$ cat src/rtl/cpu_mem_arbiter.sv
`default_nettype none
// ============================================================================
// Module   : cpu_mem_arbiter
// Purpose  : Arbitrates a CPU instruction-fetch port and a load/store port
//            onto a single memory bus. Data accesses have fixed priority over
//            fetches. Each access is held for WAIT_N or WAIT_S wait cycles,
//            depending on whether it continues the previous access.
// Revision : 1.0 - initial release
// ============================================================================
module cpu_mem_arbiter #(
  parameter int WAIT_N = 3,
  parameter int WAIT_S = 1
) (
  input  logic        clk,
  input  logic        rst_n,
  // instruction fetch port
  input  logic        fetch_req,
  input  logic [31:0] fetch_addr,
  // load/store port
  input  logic        data_req,
  input  logic        data_we,
  input  logic [1:0]  data_size,
  input  logic [31:0] data_addr,
  input  logic [31:0] data_wdata,
  // memory bus
  output logic        mem_rd,
  output logic        mem_wr,
  output logic [1:0]  mem_size,
  output logic [31:0] mem_addr,
  output logic [31:0] mem_wdata,
  input  logic [31:0] mem_rdata,
  // completion / results
  output logic        fetch_done,
  output logic [31:0] ir_out,
  output logic        data_done,
  output logic [31:0] data_rdata,
  output logic        busy
);

  typedef enum logic [1:0] {
    S_IDLE   = 2'd0,
    S_ACCESS = 2'd1,
    S_DONE   = 2'd2
  } state_e;

  // Counter is wide enough for the larger of the two wait settings.
  localparam int c_max_wait = (WAIT_N > WAIT_S) ? WAIT_N : WAIT_S;
  localparam int c_cnt_w    = (c_max_wait < 1) ? 1 : $clog2(c_max_wait + 1);

  localparam logic [c_cnt_w-1:0] c_cnt_n    = c_cnt_w'(WAIT_N);
  localparam logic [c_cnt_w-1:0] c_cnt_s    = c_cnt_w'(WAIT_S);
  localparam logic [c_cnt_w-1:0] c_cnt_zero = '0;
  localparam logic [c_cnt_w-1:0] c_cnt_one  = c_cnt_w'(1);

  localparam logic       c_id_fetch  = 1'b0;
  localparam logic       c_id_data   = 1'b1;
  localparam logic [1:0] c_size_word = 2'b10;

  // --------------------------------------------------------------------------
  // State and latched access attributes
  // --------------------------------------------------------------------------
  state_e               state_q, state_d;
  logic [c_cnt_w-1:0]   cnt_q, cnt_d;

  logic [31:0] addr_q;
  logic [1:0]  size_q;
  logic        we_q;
  logic [31:0] wdata_q;
  logic        id_q;
  logic        hist_q;        // a previous access exists for sequential compare
  logic        after_done_q;  // current cycle is the one right after DONE
  logic [31:0] ir_q;
  logic [31:0] drd_q;

  // --------------------------------------------------------------------------
  // Request selection (data has fixed priority over fetch)
  // --------------------------------------------------------------------------
  logic        w_grant;
  logic        w_req_id;
  logic [31:0] w_req_addr;
  logic [1:0]  w_req_size;
  logic        w_req_we;
  logic [31:0] w_req_wdata;
  logic [31:0] w_prev_bytes;
  logic        w_seq;
  logic        w_in_access;
  logic        w_last_beat;

  assign w_grant  = (state_q == S_IDLE) && (fetch_req || data_req);
  assign w_req_id = data_req ? c_id_data : c_id_fetch;

  // Fetches are always word reads; size code 11 on the data port is a word.
  assign w_req_addr  = data_req ? data_addr : fetch_addr;
  assign w_req_size  = data_req ? ((data_size == 2'b11) ? c_size_word : data_size)
                                : c_size_word;
  assign w_req_we    = data_req & data_we;
  assign w_req_wdata = data_req ? data_wdata : 32'd0;

  // Byte length of the previous access, used to predict the next address.
  assign w_prev_bytes = (size_q == 2'b00) ? 32'd1 :
                        (size_q == 2'b01) ? 32'd2 : 32'd4;

  // Sequential only when the grant immediately follows DONE, the requester
  // is unchanged and the address continues on from the last access (wraps).
  assign w_seq = after_done_q && hist_q && (w_req_id == id_q) &&
                 (w_req_addr == (addr_q + w_prev_bytes));

  assign w_in_access = (state_q == S_ACCESS);
  assign w_last_beat = w_in_access && (cnt_q == c_cnt_zero);

  // --------------------------------------------------------------------------
  // Next-state and wait-counter logic
  // --------------------------------------------------------------------------
  always_comb begin
    state_d = state_q;
    cnt_d   = cnt_q;
    case (state_q)
      S_IDLE: begin
        if (w_grant) begin
          state_d = S_ACCESS;
          cnt_d   = w_seq ? c_cnt_s : c_cnt_n;
        end
      end
      S_ACCESS: begin
        if (cnt_q == c_cnt_zero) begin
          state_d = S_DONE;
        end else begin
          cnt_d = cnt_q - c_cnt_one;
        end
      end
      S_DONE: begin
        state_d = S_IDLE;
      end
      default: begin
        state_d = S_IDLE;
        cnt_d   = c_cnt_zero;
      end
    endcase
  end

  // State register and wait counter
  always_ff @(posedge clk or negedge rst_n) begin
    if (!rst_n) begin
      state_q <= S_IDLE;
      cnt_q   <= c_cnt_zero;
    end else begin
      state_q <= state_d;
      cnt_q   <= cnt_d;
    end
  end

  // Latch the granted request; it also serves as history for the next grant
  always_ff @(posedge clk or negedge rst_n) begin
    if (!rst_n) begin
      addr_q       <= 32'd0;
      size_q       <= 2'b00;
      we_q         <= 1'b0;
      wdata_q      <= 32'd0;
      id_q         <= c_id_fetch;
      hist_q       <= 1'b0;
      after_done_q <= 1'b0;
    end else begin
      after_done_q <= (state_q == S_DONE);
      if (w_grant) begin
        addr_q  <= w_req_addr;
        size_q  <= w_req_size;
        we_q    <= w_req_we;
        wdata_q <= w_req_wdata;
        id_q    <= w_req_id;
        hist_q  <= 1'b1;
      end
    end
  end

  // Capture read data on the final access cycle; stores leave results alone
  always_ff @(posedge clk or negedge rst_n) begin
    if (!rst_n) begin
      ir_q  <= 32'd0;
      drd_q <= 32'd0;
    end else if (w_last_beat && !we_q) begin
      if (id_q == c_id_fetch) begin
        ir_q <= mem_rdata;
      end else begin
        drd_q <= mem_rdata;
      end
    end
  end

  // --------------------------------------------------------------------------
  // Outputs: bus quiet (all zero) outside ACCESS
  // --------------------------------------------------------------------------
  assign mem_rd    = w_in_access & ~we_q;
  assign mem_wr    = w_in_access &  we_q;
  assign mem_size  = w_in_access ? size_q  : 2'b00;
  assign mem_addr  = w_in_access ? addr_q  : 32'd0;
  assign mem_wdata = w_in_access ? wdata_q : 32'd0;

  assign fetch_done = (state_q == S_DONE) && (id_q == c_id_fetch);
  assign data_done  = (state_q == S_DONE) && (id_q == c_id_data);
  assign busy       = (state_q != S_IDLE);

  assign ir_out     = ir_q;
  assign data_rdata = drd_q;

endmodule
`default_nettype wire
$ cat config.mk
export PLATFORM = sky130hd
export DESIGN_NAME = cpu_mem_arbiter
export DESIGN_NICKNAME = d
export VERILOG_FILES = /design/src/rtl/cpu_mem_arbiter.sv
export SDC_FILE = /design/constraint.sdc
export NUM_CORES = 1
export LEC_CHECK = 0
export CAP_MARGIN = 15
export CORE_UTILIZATION = 34
export CTS_CLUSTER_SIZE = 14
export DETAILED_ROUTE_END_ITERATION = 6
export PLACE_DENSITY = 0.68
export SETUP_SLACK_MARGIN = 0.2
export SLEW_MARGIN = 10
export SYNTH_ARGS = -nofsm -noshare
export SYNTH_HDL_FRONTEND = slang
export SYNTH_SLANG_ARGS = --single-unit
$ cat constraint.sdc
create_clock -name clk -period 3.8 [get_ports clk]
set_input_delay 0.38 -clock clk [delete_from_list [all_inputs] [get_ports clk]]
set_output_delay 0.38 -clock clk [all_outputs]
set_load 0.03 [all_outputs]
* After elaboration in Yosys (flattened, before gate mapping)
Cells that the tools add are included.
Storage, ports and cells: register bits after elaboration 138, input bits 135, output and inout port bits 135, logic and storage cells 63
Cells by class: add/sub/neg operators 2, equality and inequality tests 9, multiplexer cells 17, bitwise logic cells 6, reduce and logical (&&, ||, !) cells 18
Operators by type and width (number):
- two-way mux 32 bit | 4
- adder 32 x 3 -> 32 bit | 1
- equality test 32 bit | 1
- two-way mux 2 bit | 8
- logical AND 1 bit | 8
- zero test 2 bit | 3
- two-way mux 3 bit | 2
- one-hot mux 2 bit (3 select lines) | 1
- AND reduction 2 bit | 3
- equality test 2 x 1 -> 1 bit (second input constant) | 2
- equality test 2 bit (second input constant) | 2
- inequality test 2 bit (second input constant) | 2
- one-hot mux 2 bit (2 select lines) | 1
- bitwise AND 1 bit | 3
- inverter 1 bit | 3
- AND reduction 3 bit | 1
- inequality test 2 x 1 -> 1 bit (second input constant) | 1
- nonzero test 2 bit | 1
- subtractor 2 x 1 -> 2 bit (second input constant) | 1
- equality test 1 bit | 1
- zero test 1 bit | 1
- logical OR 1 bit | 1
- two-way mux 1 bit | 1

* Longest topological paths before layout
depth after elaboration 9, mapped depth 11

* Worst setup path before layout
Ideal clock, no wire load.
path type register -> register, start register size_q[1], end register cnt_q[1], arrival time 2.304 ns, path slack 1.359 ns, cell stages (with the launch flop) 12, path buffers 1, clock period less this slack 2.441 ns, cells stage by stage dfrtp_1 > nor2_1 > ha_1 > fa_1 > a21o_1 > and3_1 > buf_2 > nand2_1 > mux2i_1 > o2111ai_1 > nor4b_2 > a31oi_1
On the way: word-level cells in the longest chain between the ends 9, elaborated cells between the ends (all ways) 10, classes of those cells add/sub (1); eq/ne (2); mux (5); reduce/logical (2)
Ends and longest elaborated chain:
- from (decl) | RTL line 66 | logic [1:0] size_q;
- from (signal assigned) | RTL line 166 | size_q <= w_req_size;
- equality test 2 x 1 -> 1 bit | RTL line 101 | (size_q == 2'b01) ? 32'd2 : 32'd4;
- two-way mux 3 bit | RTL line 101
- two-way mux 3 bit (*) | RTL line 100 | assign w_prev_bytes = (size_q == 2'b00) ? 32'd1 :
- adder 32 x 3 -> 32 bit (*) | RTL line 106 | (w_req_addr == (addr_q + w_prev_bytes));
- equality test 32 bit (*) | RTL line 106
- logical AND 1 bit (*) | RTL line 105 | assign w_seq = after_done_q && hist_q && (w_req_id == id_q) &&
- two-way mux 2 bit (*) | RTL line 121 | cnt_d = w_seq ? c_cnt_s : c_cnt_n;
- two-way mux 2 bit (*) | RTL line 119 | if (w_grant) begin
- one-hot mux 2 bit (3 select lines) (*) | RTL line 117 | case (state_q)
- to (signal assigned) | RTL line 145 | cnt_q <= c_cnt_zero;
- to (signal assigned) | RTL line 148 | cnt_q <= cnt_d;
- to (decl) | RTL line 63 | logic [c_cnt_w-1:0] cnt_q, cnt_d;
Every way passes the cells marked *; elsewhere a longest branch is shown, timed or not. The select of a mux whose other input is x is not followed. A chain may end at the register's enable or synchronous reset.

* Worst setup path after layout
start register state_q[0], end output mem_rd
On the way: word-level cells in the longest chain between the ends 2
Ends and longest elaborated chain:
- from (decl) | RTL line 62 | state_e state_q, state_d;
- from (signal assigned) | RTL line 147 | state_q <= state_d;
- equality test 2 x 1 -> 1 bit | RTL line 108 | assign w_in_access = (state_q == S_ACCESS);
- bitwise AND 1 bit | RTL line 192 | assign mem_rd = w_in_access & ~we_q;
- to (decl) | RTL line 26 | output logic mem_rd,
No other way between the ends.

==> parameters.txt <==
Parameter                              Value

Run status
  Outcome ... finished, final reports clean

Cells and area
  Final core utilization ... between 50% and 60%
  Number of diodes added for antenna fixing ... 0
  Synth-to-Final Area Change ... 49.06%
  Layout Nets ... between 1000 and 1500
  Most used cells in the layout excluding fill and tap cells ... 267 x sky130_fd_sc_hd__clkdlybuf4s50_1, 138 x sky130_fd_sc_hd__dfrtp_1, 71 x sky130_fd_sc_hd__and2_1
  Fill cells ... around 1900
  Most common library cell in the layout ignoring fill and taps ... sky130_fd_sc_hd__clkdlybuf4s50_1
  Share of layout cells above drive strength 1 ... between 10 and 15%

Floorplan
  Die span in x ... about 150 um
  Placeable core region ... 20430 sq um
  Initial core utilization ... roughly a third
  Count of boundary I/O pins ... 270
  Area enclosed by the die boundary ... 21610 sq um
  Overall die height ... 147.0 um
  # rows ... 52

CTS
  PostCTS Resize Cnt ... 0
  Number of buffers created by CTS ... 17
  Clock latency on the worst-skew pair ... ~0.42 ns
  Maximum number of buffers from clock root to sink ... 2
  Hold-fix buffer count after cts ... 0
  CTS H-tree lvls ... 4
  Postcts setup bufs ... 0
  Clock transition at the registers of the reported paths ... about 0.06 ns
  Clock net sink count ... roughly 140
  Root Driver ... sky130_fd_sc_hd__clkbuf_16
  CTS tree ... done

Yosys
  Count of different cell masters after synthesis ... 55
  Async set-reset flop share out of synthesis ... 100.0%
  Number of synthesized register bits ... around 140
  Syn nets ... 783
  Fraction of the yosys area taken by sequential cells ... approximately 48%
  Most used DFF post-synth ... sky130_fd_sc_hd__dfrtp_1
  Number of flops mapped to enable cells by yosys ... 0
  Post-synthesis cell count ... between 600 and 700
  Synth Cell Area ... just over 7000 sq um
  Post-Syn Area per Cell ... around 11 sq um
  Number of warnings issued by yosys ... 0

Power
  Worst IR drop on VDD ... between 0.3 and 0.4 mV
  Power density cells ... between 900 and 1000 nW/um^2
  P_leak ... around 0.0044 uW

GRT
  Remaining Overflow, GRT ... 0
  Overall track demand over capacity in global routing ... between 10% and 20%
  First-pass GRT wire length ... 31600 um
  Largest net degree at the start of global routing ... 98
  Initial antenna violation count ... 1
  Number of global-route vias before repair ... 5746

Route
  Number of iterations in the first detailed-routing pass ... 5
  Count of vias placed by the detailed router ... 5797
  Residual DRC ... 0
  Routed wirelength normalized by instance count ... 16.96 um
  Routed Wire Length ... about 20000 um
  Initial DRC Count ... 220
  Vias per cell ... about 4.9
  Post-route ant nets ... 0

Critical path
  Series of cell instances along the critical path ... nor2b_4 -> buf_4 -> nor2b_1 -> clkdlybuf4s50_1
  Slowest cell on the critical path ... sky130_fd_sc_hd__clkdlybuf4s50_1
  Worst Setup EP ... mem_rd
  Capturing element type of the critical path ... output pin
  Worst Setup Start Kind ... flip-flop
  Worst path buffer plus inverter count ... 2
  Worst setup slack for register-to-register paths ... 0.83 ns
  Reg-to-Reg Start ... size_q[1]
  Worst EP required ... 3.42 ns
  CP top delay family ... buffers and inverters
  Setup CP Type ... flip-flop to output pin
  Worst flop-to-flop path endpoint ... cnt_q[1]
  Critical Path Fanout Max ... 32
  R2R depth ... 10
  Number of stages on the worst setup path ... 4
  Arrival time reported for the critical path endpoint ... 2.69 ns
  Startpoint of the worst setup timing path ... state_q[0]
  Worst path max stage delay ... roughly 0.76 ns

STA
  Portion of the clock cycle consumed by the worst path in the final layout ... 80.82%
  Number of slew-limit violations in the final report ... 0
  Worst slew margin relative to its limit ... around 33%
  Total negative setup slack ... 0 ns
  Slew at the pin closest to its max-slew limit ... just over 1 ns
  Final Hold Vio Count ... 0
  Final critical-path setup slack ... roughly 0.73 ns
  Final count of negative-setup-slack endpoints ... 0
  Final worst path period need ... around 3.1 ns
  Final setup skew ... approximately 0.012 ns
  Unrepaired setup endpoints after global routing ... no
  Max frequency ... between 0.3 and 0.4 GHz

Flow run
  Max-cap violations ... 0

Placed design
  Count of buffers from port buffering ... about 270
  Routability Congestion ... 0.8199
  Setup slack at placement ... roughly 0.87 ns
  HPWL after DPL ... between 10000 and 15000 um

Min path
  Min-delay worst type ... input pin to async pin
-- flip-flops by register name (all words and copies together) (netlist names) --
signal,cells
state_q,2
wdata_q,32
cnt_q,2
addr_q,32
id_q,1
ir_out,32
after_done_q,1
data_rdata,32
size_q,2
we_q,1
hist_q,1
-- how the worst min path moves through the flow --
stage	startpoint	slack [ns]	endpoint
5_1_grt	rst_n	0.15	ir_out[9]
2_1_floorplan	rst_n	0.08	addr_q[0]
3_3_place_gp	cnt_q[0]	0.46	cnt_q[0]
4_1_cts	rst_n	0.11	ir_out[9]
6_report	rst_n	0.03	ir_out[9]
3_5_place_dp	hist_q	0.47	hist_q
-- kinds of logic (layout without fill, tap and decap cells) --
| logic type | Yosys count | after routing | synth area share [%] |
|---|---|---|---|
| buffers and inverters | 44 | 316 | 3.097 |
| AO/OA/AOI/OAI | 108 | 108 | 10.48 |
| AND/OR/NAND/NOR | 203 | 203 | 15.87 |
| XOR/XNOR | 43 | 43 | 5.459 |
| adder cells (fa/ha/maj) | 5 | 5 | 0.9799 |
| multiplexers | 102 | 102 | 15.82 |
| flip-flops | 138 | 138 | 48.29 |
-- worst reg2reg max path: cells and delay by family (launching register included) --
| family | cells | cell delay (ns) |
|---|---|---|
| compound gates | 3 | 0.58 |
| flops | 1 | 0.45 |
| fa+ha+maj | 2 | 0.65 |
| simple gates | 4 | 0.88 |
| mux | 1 | 0.29 |
-- routing by layer --
metal,part of all wire (%),track usage [%],vias to the layer above
li1,-,-,2802
met1,44,24.95,2780
met2,47,29.83,195
met3,7.6,5.342,18
met4,1.0,5.052,2
met5,0.055,0,-
-- synth_stat cells, drive strengths merged (10+ instances only) --
master	number	area share, %
a22o	33	4.0
buf	16	1.6
xor2	12	1.5
a21oi	13	0.91
mux2i	33	4.9
and2	72	6.3
and3	10	0.87
xnor2	30	3.7
nand4	13	1.2
o21ai	36	2.5
nor2	17	0.89
nand2	51	2.7
clkbuf	22	1.2
nand3	10	0.70
mux2	69	11
dfrtp	138	48
-- where the power goes --
part	internal, uW	switching [uW]
Combinational	2340	2870
Sequential	2180	579
Clock	928	718
Total	5440	4170
-- through the flow --
stage          hold WS, ns  total power (uW)  std cells  cell area (sq um)
2_1_floorplan      0.08441              5880        643               7151
3_3_place_gp        0.4614              7954       1153              10070
3_5_place_dp        0.4650              8001       1153              10070
4_1_cts             0.1117              9697       1185              10660
5_1_grt             0.1505             10150       1185              10660
6_report           0.03430              9607       1185              10660
-- final cells by class --
class | instances | area, sq um | area share [%]
clock buffer | 17 | 425.4 | 3.991
clock inverter | 15 | 158.9 | 1.491
inverter | 6 | 22.52 | 0.2113
multi-input combinational | 461 | 3505 | 32.88
sequential | 138 | 3453 | 32.40
tap | 270 | 337.8 | 3.169
timing repair buffer | 278 | 2756 | 25.86
No activity file was read; power rests on OpenSTA's default activity.
